===== config.mk =====
export PLATFORM = sky130hd
export DESIGN_NAME = dma_channel_arbiter_flat
export DESIGN_NICKNAME = d
export VERILOG_FILES = /design/src/rtl/dma_channel_arbiter_pkg.sv /design/src/rtl/dma_channel_arbiter_if.sv /design/src/rtl/dma_channel_arbiter_rr_picker.sv /design/src/rtl/dma_channel_arbiter.sv /design/src/flat_wrapper.sv
export SDC_FILE = /design/constraint.sdc
export NUM_CORES = 1
export LEC_CHECK = 0
export CAP_MARGIN = 25
export CORE_AREA = 3 3 123 125
export DETAILED_ROUTE_END_ITERATION = 8
export DIE_AREA = 0 0 126 128
export GPL_ROUTABILITY_DRIVEN = 0
export PLACE_DENSITY = 0.69
export SETUP_SLACK_MARGIN = 0.5
export SLEW_MARGIN = 10
export SYNTH_ARGS = -nofsm -noshare
export SYNTH_HDL_FRONTEND = slang
export SYNTH_SLANG_ARGS = --single-unit

===== constraint.sdc =====
create_clock -name clk -period 2.3 [get_ports clk]
set_input_delay 0.46 -clock clk [delete_from_list [all_inputs] [get_ports clk]]
set_output_delay 0.46 -clock clk [all_outputs]
set_load 0.02 [all_outputs]

===== src/rtl/dma_channel_arbiter_pkg.sv =====
// Shared types and defaults for the DMA channel arbiter: FSM state encoding
// and the controller-matched field widths.
package dma_channel_arbiter_pkg;

  localparam int ADD_LEN_DEF  = 16;
  localparam int DATA_LEN_DEF = 16;

  typedef enum logic [2:0] {
    ST_IDLE    = 3'd0,
    ST_ISSUE   = 3'd1,
    ST_BUSY    = 3'd2,
    ST_ABORT   = 3'd3,
    ST_RELEASE = 3'd4
  } state_t;

  // States in which the owner's request fields are presented to the controller.
  function automatic logic holds_bus(input state_t s);
    return (s == ST_ISSUE) || (s == ST_BUSY);
  endfunction

endpackage


===== src/rtl/dma_channel_arbiter_if.sv =====
// Device-side port bundle of the dma_controller as seen by the arbiter
// (master) and by the controller itself (slave).
interface dma_channel_arbiter_if
  import dma_channel_arbiter_pkg::*;
#(
  parameter int ADD_LEN  = ADD_LEN_DEF,
  parameter int DATA_LEN = DATA_LEN_DEF
);

  // Handshake: dma_dev_ack is the owner's data-valid/ready toward the controller,
  // dma_ack_in is the controller's acknowledge; a word moves in any cycle where
  // both are high, and neither side may depend on the other combinationally.
  logic                dma_rqst;
  logic                dma_rd_wr;
  logic [ADD_LEN-1:0]  dma_num_words;
  logic [ADD_LEN:0]    dma_start_addr;
  logic                dma_dev_ack;
  logic [DATA_LEN-1:0] dma_dev_in;
  logic                dma_rst;
  logic                dma_ack_in;
  logic                dma_end_flag;
  logic [DATA_LEN-1:0] dma_dev_out;

  modport master (
    output dma_rqst, dma_rd_wr, dma_num_words, dma_start_addr,
           dma_dev_ack, dma_dev_in, dma_rst,
    input  dma_ack_in, dma_end_flag, dma_dev_out
  );

  modport slave (
    input  dma_rqst, dma_rd_wr, dma_num_words, dma_start_addr,
           dma_dev_ack, dma_dev_in, dma_rst,
    output dma_ack_in, dma_end_flag, dma_dev_out
  );

endinterface


===== src/rtl/dma_channel_arbiter_rr_picker.sv =====
// Combinational round-robin picker: scans the request vector starting one
// slot after last_owner (rotate + priority encode) and returns the winner.
module dma_channel_arbiter_rr_picker #(
  parameter int N_DEV = 4,
  parameter int IDX_W = $clog2(N_DEV)
) (
  input  logic [N_DEV-1:0] req,
  input  logic [IDX_W-1:0] last_owner,
  output logic [N_DEV-1:0] grant,
  output logic [IDX_W-1:0] idx,
  output logic             valid
);

  // One extra bit so last_owner+1+i never wraps before the modulo fold.
  localparam int SW = IDX_W + 1;

  logic [SW-1:0] slot;

  always_comb begin
    grant = '0;
    idx   = '0;
    valid = 1'b0;
    slot  = '0;
    for (int i = 0; i < N_DEV; i++) begin
      slot = SW'(last_owner) + SW'(i) + SW'(1);
      if (slot >= SW'(N_DEV)) slot = slot - SW'(N_DEV);
      if (!valid && req[slot[IDX_W-1:0]]) begin
        valid = 1'b1;
        idx   = slot[IDX_W-1:0];
      end
    end
    if (valid) grant[idx] = 1'b1;
  end

endmodule


===== src/rtl/dma_channel_arbiter.sv =====
// Shares one dma_controller between N_DEV devices: round-robin grant, field and
// handshake steering to the owner, end/abort pulses and an ownership watchdog.
module dma_channel_arbiter
  import dma_channel_arbiter_pkg::*;
#(
  parameter int N_DEV    = 4,
  parameter int ADD_LEN  = ADD_LEN_DEF,
  parameter int DATA_LEN = DATA_LEN_DEF,
  parameter int TIMEOUT  = 4096,
  parameter int TO_W     = 13
) (
  input  logic                        clk,
  input  logic                        reset,
  input  logic [N_DEV-1:0]            dev_rqst,
  input  logic [N_DEV-1:0]            dev_rd_wr,
  input  logic [N_DEV*ADD_LEN-1:0]    dev_num_words,
  input  logic [N_DEV*(ADD_LEN+1)-1:0] dev_start_addr,
  input  logic [N_DEV-1:0]            dev_ack_in,
  input  logic [N_DEV*DATA_LEN-1:0]   dev_data_in,
  output logic [N_DEV-1:0]            dev_grant,
  output logic [N_DEV-1:0]            dev_dma_ack,
  output logic [N_DEV-1:0]            dev_end,
  output logic [N_DEV-1:0]            dev_err,
  output logic [DATA_LEN-1:0]         dev_data_out,
  output logic                        busy,
  output state_t                      dbg_state,
  dma_channel_arbiter_if.master       dma
);

  localparam int IDX_W = $clog2(N_DEV);

  state_t           state, state_nxt;
  logic [IDX_W-1:0] owner, last_owner, pick_idx;
  logic [N_DEV-1:0] owner_oh, pick_oh;
  logic             pick_valid;
  logic [TO_W-1:0]  wd_cnt;
  logic             wd_expire;
  logic             abort_second;

  dma_channel_arbiter_rr_picker #(
    .N_DEV (N_DEV),
    .IDX_W (IDX_W)
  ) u_picker (
    .req        (dev_rqst),
    .last_owner (last_owner),
    .grant      (pick_oh),
    .idx        (pick_idx),
    .valid      (pick_valid)
  );

  always_comb wd_expire = (TIMEOUT != 0) && (wd_cnt == TO_W'(TIMEOUT - 1));

  always_ff @(posedge clk or posedge reset) begin
    if (reset) state <= ST_IDLE;
    else       state <= state_nxt;
  end

  // End of transfer takes precedence over a watchdog expiry in the same cycle.
  always_comb begin
    state_nxt = state;
    case (state)
      ST_IDLE:    if (pick_valid) state_nxt = ST_ISSUE;
      ST_ISSUE:   state_nxt = ST_BUSY;
      ST_BUSY: begin
        if (dma.dma_end_flag) state_nxt = ST_RELEASE;
        else if (wd_expire)   state_nxt = ST_ABORT;
      end
      ST_ABORT:   if (abort_second) state_nxt = ST_RELEASE;
      ST_RELEASE: state_nxt = ST_IDLE;
      default:    state_nxt = ST_IDLE;
    endcase
  end

  always_ff @(posedge clk or posedge reset) begin
    if (reset) begin
      owner        <= '0;
      owner_oh     <= '0;
      last_owner   <= IDX_W'(N_DEV - 1);
      wd_cnt       <= '0;
      abort_second <= 1'b0;
    end else begin
      if (state == ST_IDLE && pick_valid) begin
        owner    <= pick_idx;
        owner_oh <= pick_oh;
      end
      if (state == ST_RELEASE) last_owner <= owner;
      abort_second <= (state == ST_ABORT) && !abort_second;
      if (TIMEOUT == 0 || state == ST_ISSUE)
        wd_cnt <= '0;
      else if (state == ST_BUSY && wd_cnt != '1)
        wd_cnt <= wd_cnt + TO_W'(1);
    end
  end

  always_comb begin
    dev_grant          = '0;
    dev_end            = '0;
    dev_err            = '0;
    dma.dma_rqst       = 1'b0;
    dma.dma_rd_wr      = 1'b0;
    dma.dma_num_words  = '0;
    dma.dma_start_addr = '0;
    dma.dma_dev_ack    = 1'b0;
    dma.dma_dev_in     = '0;
    dma.dma_rst        = 1'b0;
    if (holds_bus(state) || state == ST_ABORT) dev_grant = owner_oh;
    if (holds_bus(state)) begin
      dma.dma_rqst       = 1'b1;
      dma.dma_rd_wr      = dev_rd_wr[owner];
      dma.dma_num_words  = dev_num_words[int'(owner)*ADD_LEN +: ADD_LEN];
      dma.dma_start_addr = dev_start_addr[int'(owner)*(ADD_LEN+1) +: (ADD_LEN+1)];
      dma.dma_dev_ack    = dev_ack_in[owner];
      dma.dma_dev_in     = dev_data_in[int'(owner)*DATA_LEN +: DATA_LEN];
    end
    if (state == ST_BUSY && dma.dma_end_flag) dev_end = owner_oh;
    if (state == ST_ABORT) begin
      dma.dma_rst = 1'b1;
      if (!abort_second) begin
        dev_end = owner_oh;
        dev_err = owner_oh;
      end
    end
  end

  assign dev_dma_ack  = dev_grant & {N_DEV{dma.dma_ack_in}};
  assign dev_data_out = dma.dma_dev_out;
  assign busy         = (state != ST_IDLE);
  assign dbg_state    = state;

endmodule


===== src/flat_wrapper.sv =====
// flat-port wrapper written by rule: the top's interface ports become plain ports
module dma_channel_arbiter_flat import dma_channel_arbiter_pkg::*;
#(
  parameter int N_DEV    = 4,
  parameter int ADD_LEN  = ADD_LEN_DEF,
  parameter int DATA_LEN = DATA_LEN_DEF,
  parameter int TIMEOUT  = 4096,
  parameter int TO_W     = 13
)
  (clk, reset, dev_rqst, dev_rd_wr, dev_num_words, dev_start_addr, dev_ack_in, dev_data_in, dev_grant, dev_dma_ack, dev_end, dev_err, dev_data_out, busy, dbg_state, dma_dma_rqst, dma_dma_rd_wr, dma_dma_num_words, dma_dma_start_addr, dma_dma_dev_ack, dma_dma_dev_in, dma_dma_rst, dma_dma_ack_in, dma_dma_end_flag, dma_dma_dev_out);
  dma_channel_arbiter_if #(.ADD_LEN(ADD_LEN), .DATA_LEN(DATA_LEN)) dma_i ();
  input  logic clk;
  input  logic reset;
  input  logic [N_DEV-1:0] dev_rqst;
  input  logic [N_DEV-1:0] dev_rd_wr;
  input  logic [N_DEV*ADD_LEN-1:0] dev_num_words;
  input  logic [N_DEV*(ADD_LEN+1)-1:0] dev_start_addr;
  input  logic [N_DEV-1:0] dev_ack_in;
  input  logic [N_DEV*DATA_LEN-1:0] dev_data_in;
  output logic [N_DEV-1:0] dev_grant;
  output logic [N_DEV-1:0] dev_dma_ack;
  output logic [N_DEV-1:0] dev_end;
  output logic [N_DEV-1:0] dev_err;
  output logic [DATA_LEN-1:0] dev_data_out;
  output logic busy;
  output state_t dbg_state;
  output wire logic [$bits(dma_i.dma_rqst)-1:0] dma_dma_rqst;
  output wire logic [$bits(dma_i.dma_rd_wr)-1:0] dma_dma_rd_wr;
  output wire logic [$bits(dma_i.dma_num_words)-1:0] dma_dma_num_words;
  output wire logic [$bits(dma_i.dma_start_addr)-1:0] dma_dma_start_addr;
  output wire logic [$bits(dma_i.dma_dev_ack)-1:0] dma_dma_dev_ack;
  output wire logic [$bits(dma_i.dma_dev_in)-1:0] dma_dma_dev_in;
  output wire logic [$bits(dma_i.dma_rst)-1:0] dma_dma_rst;
  input wire logic [$bits(dma_i.dma_ack_in)-1:0] dma_dma_ack_in;
  input wire logic [$bits(dma_i.dma_end_flag)-1:0] dma_dma_end_flag;
  input wire logic [$bits(dma_i.dma_dev_out)-1:0] dma_dma_dev_out;
  assign dma_dma_rqst = dma_i.dma_rqst;
  assign dma_dma_rd_wr = dma_i.dma_rd_wr;
  assign dma_dma_num_words = dma_i.dma_num_words;
  assign dma_dma_start_addr = dma_i.dma_start_addr;
  assign dma_dma_dev_ack = dma_i.dma_dev_ack;
  assign dma_dma_dev_in = dma_i.dma_dev_in;
  assign dma_dma_rst = dma_i.dma_rst;
  assign dma_i.dma_ack_in = dma_dma_ack_in;
  assign dma_i.dma_end_flag = dma_dma_end_flag;
  assign dma_i.dma_dev_out = dma_dma_dev_out;
  dma_channel_arbiter #(.N_DEV(N_DEV), .ADD_LEN(ADD_LEN), .DATA_LEN(DATA_LEN), .TIMEOUT(TIMEOUT), .TO_W(TO_W)) u_core (.clk(clk), .reset(reset), .dev_rqst(dev_rqst), .dev_rd_wr(dev_rd_wr), .dev_num_words(dev_num_words), .dev_start_addr(dev_start_addr), .dev_ack_in(dev_ack_in), .dev_data_in(dev_data_in), .dev_grant(dev_grant), .dev_dma_ack(dev_dma_ack), .dev_end(dev_end), .dev_err(dev_err), .dev_data_out(dev_data_out), .busy(busy), .dbg_state(dbg_state), .dma(dma_i));
endmodule

### Yosys cells after proc, flatten, opt, wreduce, memory -nomap -nowiden

Index checks and enable logic that the tools add are counted.

| word-level totals | value |
|---|---|
| register bits after elaboration | 25 |
| input port bits | 228 |
| output and inout bits | 89 |
| word-level logic and storage cells | 107 |

| operators by class | value |
|---|---|
| add/sub/neg operators | 11 |
| multiply operators | 1 |
| order comparisons | 11 |
| equality and inequality tests | 9 |
| shift operators | 3 |
| multiplexer cells | 47 |
| bitwise operators | 1 |
| reduce and logical (&&, ||, !) cells | 18 |

Operators by type and width:

| operator | count |
|---|---|
| variable part select 64 x 7 -> 16 bit | 2 |
| variable part select 68 x 32 -> 17 bit | 1 |
| 2-to-1 mux 16 bit | 2 |
| 2-to-1 mux 4 bit | 7 |
| 2-to-1 mux 13 bit | 2 |
| < comparator 2 x 3 -> 1 bit, second input constant | 6 |
| 2-to-1 mux 17 bit | 1 |
| 2-to-1 mux 2 bit | 8 |
| 2-to-1 mux 1 bit | 15 |
| adder 13 x 1 -> 13 bit, second input constant | 1 |
| == test 13 x 12 -> 1 bit, second input constant | 1 |
| inequality test 13 bit, second input constant | 1 |
| binary-select mux 1 bit (select 2 bit) | 6 |
| >= comparator 3 bit, second input constant | 4 |
| 2-to-1 mux 3 bit | 4 |
| one-hot mux 3 bit (4 select lines) | 1 |
| adder 3 x 1 -> 3 bit, second input constant | 3 |
| logical AND 1 bit | 8 |
| subtractor 2 x 1 -> 2 bit, second input constant | 4 |
| multiplier 2 x 5 -> 7 bit, second input constant | 1 |
| adder 2 x 2 -> 3 bit, second input constant | 2 |
| == test 3 x 2 -> 1 bit, second input constant | 2 |
| AND 4 bit | 1 |
| zero test 1 bit | 4 |
| 12 further kinds | 14 |

### Depth between registers and ports, before layout

Gate-level depths: netlist (run 1).

| logic depth | value |
|---|---|
| word-level depth | 20 |
| depth in mapped cells | 6 |
| mapped depth without buffers | 5 |

### By module

Synthesis (run 1) repeated with hierarchy kept, for this count alone.

| second synthesis, totals | value |
|---|---|
| cell total of the unflattened synthesis | 320 |
| area, all modules | 3,373.2 um^2 |

By module, submodules not included:

| module | times used | cells an instance | area each (um^2) | sequential area each (um^2) |
|---|---|---|---|---|
| dma_channel_arbiter | 1 | 286 | 3,150.5 | 628.1 |
| dma_channel_arbiter_rr_picker | 1 | 34 | 222.7 | 0.0 |

### Worst setup path after synthesis (run 1)

OpenSTA, ideal clock, no wires.

| timing | value |
|---|---|
| kind | reg2out |
| start | reg u_core.state[1] (netlist: u_core.dbg_state[1]) |
| end | out dma_dma_dev_in[10] |
| arrival time | 1.717 ns |
| required time | 1.840 ns |
| setup slack | 0.123 ns |
| stages on the path, launching flop included | 7 |
| buffers on the path | 2 |
| cells stage by stage | dfrtp_1 nor2b_4 nand2b_1 buf_6 nand2_1 clkbuf_1 and2_1 |

| on the way | value |
|---|---|
| word-level cells in the longest chain between the ends | 3 |
| elaborated cells on any way between the ends | 4 |
| classes of those cells | 2 x eq/ne; 1 x mux; 1 x reduce/logical |

Ends and longest elaborated chain:

| item | RTL line | RTL |
|---|---|---|
| start, declared | dma_channel_arbiter.sv:32 | `state_t state, state_nxt;` |
| start signal, assigned | dma_channel_arbiter.sv:55 | `else state <= state_nxt;` |
| == test 3 x 1 -> 1 bit or == test 3 x 2 -> 1 bit (tied branches) | dma_channel_arbiter_pkg.sv:18 | `return (s == ST_ISSUE) \|\| (s == ST_BUSY);` |
| logical OR 1 bit (*) | dma_channel_arbiter_pkg.sv:18 |  |
| 2-to-1 mux 16 bit (*) | dma_channel_arbiter.sv:107 | `if (holds_bus(state)) begin` |
| end, declared | flat_wrapper.sv:32 | `output wire logic [$bits(dma_i.dma_dev_in)-1:0] dma_dma_dev_in;` |

Every way passes the cells marked *; elsewhere a longest branch is shown, timed or not.

### Worst setup path in the final report (run 1)

| timing | value |
|---|---|
| start | reg u_core.owner[0] |
| end | out dma_dma_start_addr[5] |

| on the way | value |
|---|---|
| word-level cells in the longest chain between the ends | 3 |

Ends and longest elaborated chain:

| item | RTL line | RTL |
|---|---|---|
| start, declared | dma_channel_arbiter.sv:33 | `logic [IDX_W-1:0] owner, last_owner, pick_idx;` |
| start signal, assigned | dma_channel_arbiter.sv:83 | `owner <= pick_idx;` |
| multiplier 2 x 5 -> 7 bit | dma_channel_arbiter.sv:111 | `dma.dma_start_addr = dev_start_addr[int'(owner)*(ADD_LEN+1) +: (ADD_LEN+1)];` |
| variable part select 68 x 32 -> 17 bit | dma_channel_arbiter.sv:111 |  |
| 2-to-1 mux 17 bit | dma_channel_arbiter.sv:107 |  |
| end, declared | flat_wrapper.sv:30 | `output wire logic [$bits(dma_i.dma_start_addr)-1:0] dma_dma_start_addr;` |

No other way between the ends.

==> results_dict.tcl, run 1 <==
set metrics [dict create \
    final_layout_size_suffix_gt1_share_pct 46.2 \
    clkPwrFrac_pct 4.3 \
    ys_seq_area_share_pct 20.1 \
    async_flop_share_pct 100 \
    grtUsageMet1_pct 28.6 \
    end_kind "output port" \
    synth_compound_area_share_pct 7.66 \
    grt_max_degree 28 \
    area_growth_pct 130 \
    crit_chain "buf_12 -> buf_12 -> mux4_2 -> and2_4 -> buf_12" \
    cts_tree "done" \
    placed_area_mm2 0.00645 \
    rsz0062_at_grt "true" \
    p_switching_mw 3.91 \
    fillers 1208 \
    synth.area.mux_share_pct 38.5 \
    cpMostUsedCell "buf_12" \
    grt_pass1_vias 4140 \
    ys_types 42 \
    track_usage_pct 21.5 \
    dp.cells 745 \
    place_hpwl_um 15100 \
    synth_top_family_by_area "multiplexers" \
    crit_start "u_core.owner[0]$_DFFE_PP0P_" \
    powerDensity_mw_per_mm2 1300 \
    initial_core_util_pct 22.3 \
    hold_class "reg2reg" \
    fin_hold_ws_ns 0.540 \
    slew_headroom_pct 67.1 \
    switching_share_pct 41.9 \
    worst_pin_slew_ns 0.490 \
    failed_checks "negative setup slack" \
    routed_via_density 4.90 \
    ff_latch_area_um2 637 \
    wl_um 18700 \
    grtUsageMet2_pct 33.6 \
    yosys_register_bits 25 \
    crit_required_ns 1.84 \
    max_stage_delay_ns 0.60 \
    pwr-share-seq_pct 8.1 \
    leakagePower_nw 2.86 \
    p_comb_share_pct 87.6 \
    grt_use_met3_pct 9.79 \
    grt_pass1_wl_um 26400 \
    synth_warnings 0 \
    die-area_mm2 0.0161 \
    dieHeight_um 128 \
    drt_iter0_drc 204 \
    drcViolationCount 0 \
    fin_util_pct 51.4 \
    die-width_um 126 \
    clk_latency_ns 0.26 \
    clockBufferDepth 2 \
    ant_nets 0 \
    startpoint_type "flip-flop" \
    fmax_ghz 0.414 \
    cts-root-buf "clkbuf_16" \
    clkSinkCount 25 \
    fin_worst_skew_ns 0.00394 \
    slew_violations 0 \
    rrSetupSlack_ns 0.31 \
    cp_slowest_cell "mux4_2" \
    run_status "finished, violations left" \
    crit_type "reg2out" \
    avgSynthCellArea_um2 10.5 \
    synth_edf_count 0 \
    synth_fa_ha_area_share_pct 0.401 \
    io_buffers 284 \
    crit_path_end "dma_dma_start_addr[5]" \
    vias 3821 \
    period_needed_ns 2.42 \
    nets 829 \
    htreeDepth 1 \
    synth_ff_type "dfrtp_1" \
    overflow 0 \
    cap_violations 0 \
    synthSimpleGateAreaFrac_pct 25.4 \
    peakVddDrop_mv 1.13 \
    first_pass_iters 4 \
    postSynthCellCount 296 \
    reg2reg_depth 7 \
    hold_buffers 0 \
    path_max_fanout 9 \
    hold_viol 0 \
    crit_arrival_ns 1.96 \
    cts_buffers 3 \
    worst_slack_ns -0.117 \
    fin_crit_sh_pct 105 \
    timing.rr.end "u_core.owner_oh[2]$_DFFE_PP0P_" \
    layout.cells.non_filler 780 \
    grt-busiest-layer "met2" \
    antenna_found_initial 1 \
    clk_pin_slew_worst_paths_ns 0.07 \
    multi_input_area_mm2 0.00254 \
    synth_xor_xnor_area_share_pct 0 \
    rows 43 \
    final_area_mm2 0.00719 \
    intPower_mw 5.42 \
    setup_violations 42 \
    io_pins 317 \
    drt-wirelength-per-cell_um 23.9 \
    r2r_start "u_core.dbg_state[0]$_DFFE_PP0P_" \
    synthesis.area_mm2 0.00312 \
    syn-num-nets 525 \
    coreArea_mm2 0.0140 \
]
## final cells by class
type | instances | share of cell area, %
well taps | 180 | 3.13
clock buffers | 3 | 1.04
clock inverters | 1 | 0.0696
inverters | 7 | 0.365
repair buffers | 337 | 51.1
multi-input cells | 226 | 35.3
diodes | 1 | 0.0348
flip-flops and latches | 25 | 8.86
## repair_timing
action                     CTS  global route
pin swaps                   15             9
setup endpoints to repair   77            78
cloned                       1             2
resized for setup          298            33
buffers inserted            16            11
## sequential cells by signal, summed over array words and instances (netlist names)
signal               flops
u_core.wd_cnt           13
u_core.owner_oh          4
u_core.owner             2
u_core.last_owner        2
u_core.dbg_state         3
u_core.abort_second      1
## cell usage after synthesis (2+ instances only)
master	number	share of area [%]
a21oi_1	11	1.8
and2_1	66	13
and3_1	5	1.0
buf_2	8	1.3
buf_4	16	3.9
clkbuf_1	13	1.6
dfrtp_1	23	18
dfstp_2	2	1.7
inv_1	7	0.84
mux2_2	2	0.72
mux2i_1	3	0.96
mux4_2	51	37
nand2_1	18	2.2
nand2b_1	6	1.2
nand3_1	4	0.64
nand4_1	3	0.60
nor2_1	6	0.72
nor2b_1	3	0.60
nor3_1	7	1.1
nor4_1	3	0.60
o211ai_1	4	0.96
o21ai_0	5	0.80
o21ai_2	2	0.56
o31ai_1	6	1.4
or3_1	4	0.80
or4_1	2	0.48
## through the flow
step | total power, mW | setup TNS (ns) | setup slack, ns
after floorplan | 4.27 | 0 | 0.477
after global placement | 7.34 | -7.15 | -0.326
after detailed placement | 7.41 | -7.56 | -0.291
after CTS | 8.89 | -3.15 | -0.118
after global routing | 9.78 | -4.60 | -0.145
final | 9.32 | -2.83 | -0.117
## power by group through the flow
stage	sequential, mW	clock (mW)	combinational (mW)
floorplan	0.718	0	3.56
global placement	0.722	0	6.62
detailed placement	0.734	0	6.67
CTS	0.742	0.401	7.75
global route	0.777	0.426	8.58
finish	0.755	0.402	8.17
## worst max-delay path, delay by kind of cell (launching register included)
family	cells	cell delay, ns
muxes	1	0.60
buffers and inverters	3	0.41
and+or+nand+nor	1	0.22
DFF	1	0.45
## cells by family (layout without fill, tap and decap cells)
family	Yosys count	after routing
AOI/OAI and AO/OA	36	36
adders and majority gates	1	1
buffers and inverters	45	348
DFF	25	25
muxes	56	56
other	0	1
and+or+nand+nor	133	133
## placed cells by master, fill, tap and decap left out, types with 4 or more instances in the layout
| cell type | Yosys | routed |
|---|---|---|
| a21oi_1 | 11 | 8 |
| and2_2 | 0 | 9 |
| and2_4 | 0 | 54 |
| and3_4 | 0 | 4 |
| buf_12 | 0 | 27 |
| buf_4 | 16 | 28 |
| buf_6 | 1 | 50 |
| clkbuf_16 | 0 | 5 |
| clkdlybuf4s15_2 | 0 | 4 |
| clkdlybuf4s50_1 | 0 | 210 |
| dfrtp_1 | 23 | 18 |
| dfrtp_2 | 0 | 4 |
| dlygate4sd2_1 | 0 | 9 |
| inv_1 | 7 | 7 |
| mux4_2 | 51 | 51 |
| nand2_1 | 18 | 13 |
| nand2_2 | 0 | 4 |
| nand2b_1 | 6 | 5 |
| nand3_1 | 4 | 4 |
| nor3_1 | 7 | 7 |
| o211ai_1 | 4 | 4 |
| o31ai_1 | 6 | 4 |
## worst min-delay path by stage
| stage | from | endpoint | slack, ns | depth (start not counted) |
|---|---|---|---|---|
| after floorplan | u_core.wd_cnt[3]$_DFFE_PP0P_ | u_core.wd_cnt[3]$_DFFE_PP0P_ | 0.48 | 1 |
| after CTS | u_core.wd_cnt[3]$_DFFE_PP0P_ | u_core.wd_cnt[3]$_DFFE_PP0P_ | 0.53 | 1 |
| after detailed placement | u_core.wd_cnt[3]$_DFFE_PP0P_ | u_core.wd_cnt[3]$_DFFE_PP0P_ | 0.52 | 1 |
| after global placement | u_core.wd_cnt[3]$_DFFE_PP0P_ | u_core.wd_cnt[3]$_DFFE_PP0P_ | 0.50 | 1 |
| after global routing | u_core.wd_cnt[3]$_DFFE_PP0P_ | u_core.wd_cnt[3]$_DFFE_PP0P_ | 0.56 | 1 |
| final | u_core.wd_cnt[3]$_DFFE_PP0P_ | u_core.wd_cnt[3]$_DFFE_PP0P_ | 0.54 | 1 |
## metal layers
metal  wire (um)  up-vias
met5           0        -
met4         259        0
met3        2130       16
met2        8570      206
met1        7700     1875
li1            -     1724
(Power assumes the default switching activity.)
==> run 2, diff against run 1 <==
Settings changed: CORE_AREA 3 3 123 125 to 5 5 121 123, PLACE_DENSITY 0.69 to 0.73, SETUP_SLACK_MARGIN 0.5 to unset.
==> results_dict.tcl, run 2 (synthesis results as in run 1) <==
set metrics [dict create \
    fillers 1240 \
    rows 43 \
    run_status "finished, violations left" \
    crit_required_ns 1.84 \
    fin_worst_skew_ns 0.00205 \
    rsz0062_at_grt "true" \
    crit_arrival_ns 1.97 \
    nets 816 \
    layout_commonest_cell "clkdlybuf4s50_1" \
    fin_setup_tns_ns -2.80 \
    worst_pin_slew_ns 0.543 \
    grt_pass1_vias 3905 \
    largest_reg_flops 13 \
    hold_class "reg2reg" \
    coreArea_mm2 0.0136 \
    multi_input_area_mm2 0.00233 \
    first_pass_iters 4 \
    drcViolationCount 0 \
    grt_max_degree 37 \
    cts_buffers 3 \
    powerDensity_mw_per_mm2 1230 \
    io_buffers 284 \
    timing.rr.end "u_core.owner_oh[2]$_DFFE_PP0P_" \
    leakagePower_nw 2.68 \
    mostFrequentLayoutCells "clkdlybuf4s50_1, mux4_2, and2_1" \
    clkSinkCount 25 \
    initial_core_util_pct 23.0 \
    setup_violations 37 \
    track_usage_pct 19.7 \
    fin_crit_sh_pct 106 \
    failed_checks "negative setup slack" \
    vias 3715 \
    path_max_fanout 8 \
    hold_viol 0 \
    cap_violations 0 \
    io_pins 317 \
    grt_pass1_wl_um 24200 \
    hold_depth 1 \
    largest_register "u_core.wd_cnt" \
    cts-root-buf "clkbuf_16" \
    die-area_mm2 0.0161 \
    slew_violations 0 \
    startpoint_type "flip-flop" \
    place_hpwl_um 14500 \
    reg2reg_depth 5 \
    fin_util_pct 49.3 \
    crit_type "reg2out" \
    r2r_start "u_core.dbg_state[0]$_DFFE_PP0P_" \
    routed_via_density 4.84 \
    fmax_ghz 0.412 \
    wl_um 17200 \
    slew_headroom_pct 63.8 \
    overflow 0 \
    area_growth_pct 114 \
    ant_nets 0 \
    rrSetupSlack_ns 0.43 \
    clockBufferDepth 2 \
    worst_slack_ns -0.129 \
    cts_tree "done" \
    dp_slack_ns -0.267 \
    htreeDepth 1 \
    drt-wirelength-per-cell_um 22.3 \
    clk_pin_slew_worst_paths_ns 0.06 \
    die-width_um 126 \
    clk_latency_ns 0.25 \
    end_kind "output port" \
    final_layout_size_suffix_gt1_share_pct 33.8 \
    antenna_found_initial 2 \
    ff_latch_area_um2 634 \
    drt_iter0_drc 159 \
    peakVddDrop_mv 0.761 \
    period_needed_ns 2.43 \
    crit_path_end "dma_dma_rd_wr" \
    dieHeight_um 128 \
    crit_start "u_core.owner[0]$_DFFE_PP0P_" \
]
-- run 2: cell types whose count changed in the layout (fill, tap and decap cells not counted), moves of 5 or more --
cell / change
and2_2: -9
buf_2: +10
and2_4: -23
clkdlybuf4s50_1: +5
and2_1: +32
buf_6: -32
-- run 2: worst max-delay path: stages (launching register included) --
cell	delay, ns
dfrtp_4	0.50
buf_12	0.14
buf_12	0.14
buf_12	0.14
mux4_2	0.50
and2_4	0.18
buf_6	0.12
-- run 2: area by class of cell --
cell class                      instances  area share [%]
Clock buffer                            4            1.18
Inverter                                7           0.393
Antenna cell                            2          0.0748
Tap cell                              180            3.37
Sequential cell                        25            9.49
Timing Repair Buffer                  324            50.6
Multi-Input combinational cell        226            34.9
-- run 2: repair_timing --
action,in CTS,in global routing
cloned,1,0
hold buffers,0,0
setup buffers,12,0
pin swaps,29,3
endpoints found under the hold margin,0,0
setup endpoints to repair,69,54
resized for setup,190,29
-- run 2: metal layers --
metal / routed length [um] / part of all wire, % / GRT usage, % / vias to the layer above
met5: 0 / 0 / 0 / -
met3: 1860 / 11 / 7.46 / 8
met4: 76 / 0.44 / 2.71 / 0
li1: - / - / - / 1694
met2: 8130 / 47 / 31.3 / 208
met1: 7090 / 41 / 26.3 / 1805
-- run 2: how the worst min path moves through the flow --
stage | from | end | slack [ns]
floorplan | u_core.wd_cnt[3]$_DFFE_PP0P_ | u_core.wd_cnt[3]$_DFFE_PP0P_ | 0.48
global placement | u_core.wd_cnt[3]$_DFFE_PP0P_ | u_core.wd_cnt[3]$_DFFE_PP0P_ | 0.50
detailed placement | u_core.wd_cnt[3]$_DFFE_PP0P_ | u_core.wd_cnt[3]$_DFFE_PP0P_ | 0.51
CTS | u_core.wd_cnt[3]$_DFFE_PP0P_ | u_core.wd_cnt[3]$_DFFE_PP0P_ | 0.52
global route | u_core.wd_cnt[3]$_DFFE_PP0P_ | u_core.wd_cnt[3]$_DFFE_PP0P_ | 0.57
finish | u_core.wd_cnt[3]$_DFFE_PP0P_ | u_core.wd_cnt[3]$_DFFE_PP0P_ | 0.52
-- run 2: per-stage QoR --
step / instances / hold slack, ns / cell area (um^2) / total power, mW
after floorplan: 296 / 0.476 / 3120 / 3.88
after global placement: 749 / 0.504 / 6390 / 7.15
after detailed placement: 749 / 0.509 / 6390 / 7.19
after CTS: 766 / 0.519 / 6660 / 8.18
after global routing: 768 / 0.567 / 6690 / 8.64
final: 768 / 0.519 / 6690 / 8.20
-- run 2: report_power, final --
group	internal (mW)	switching [mW]	leakage [nW]	total [mW]
Clock	0.237	0.146	0.0382	0.383
Sequential	0.583	0.149	0.324	0.733
Combinational	3.89	3.19	2.32	7.08
==> run 3, diff against run 2 <==
Settings changed: CAP_MARGIN 25 to 20, CTS_CLUSTER_DIAMETER set to 30.
==> results of run 3 <==
No change in the layout: final DEF, timing and power equal those of run 2.
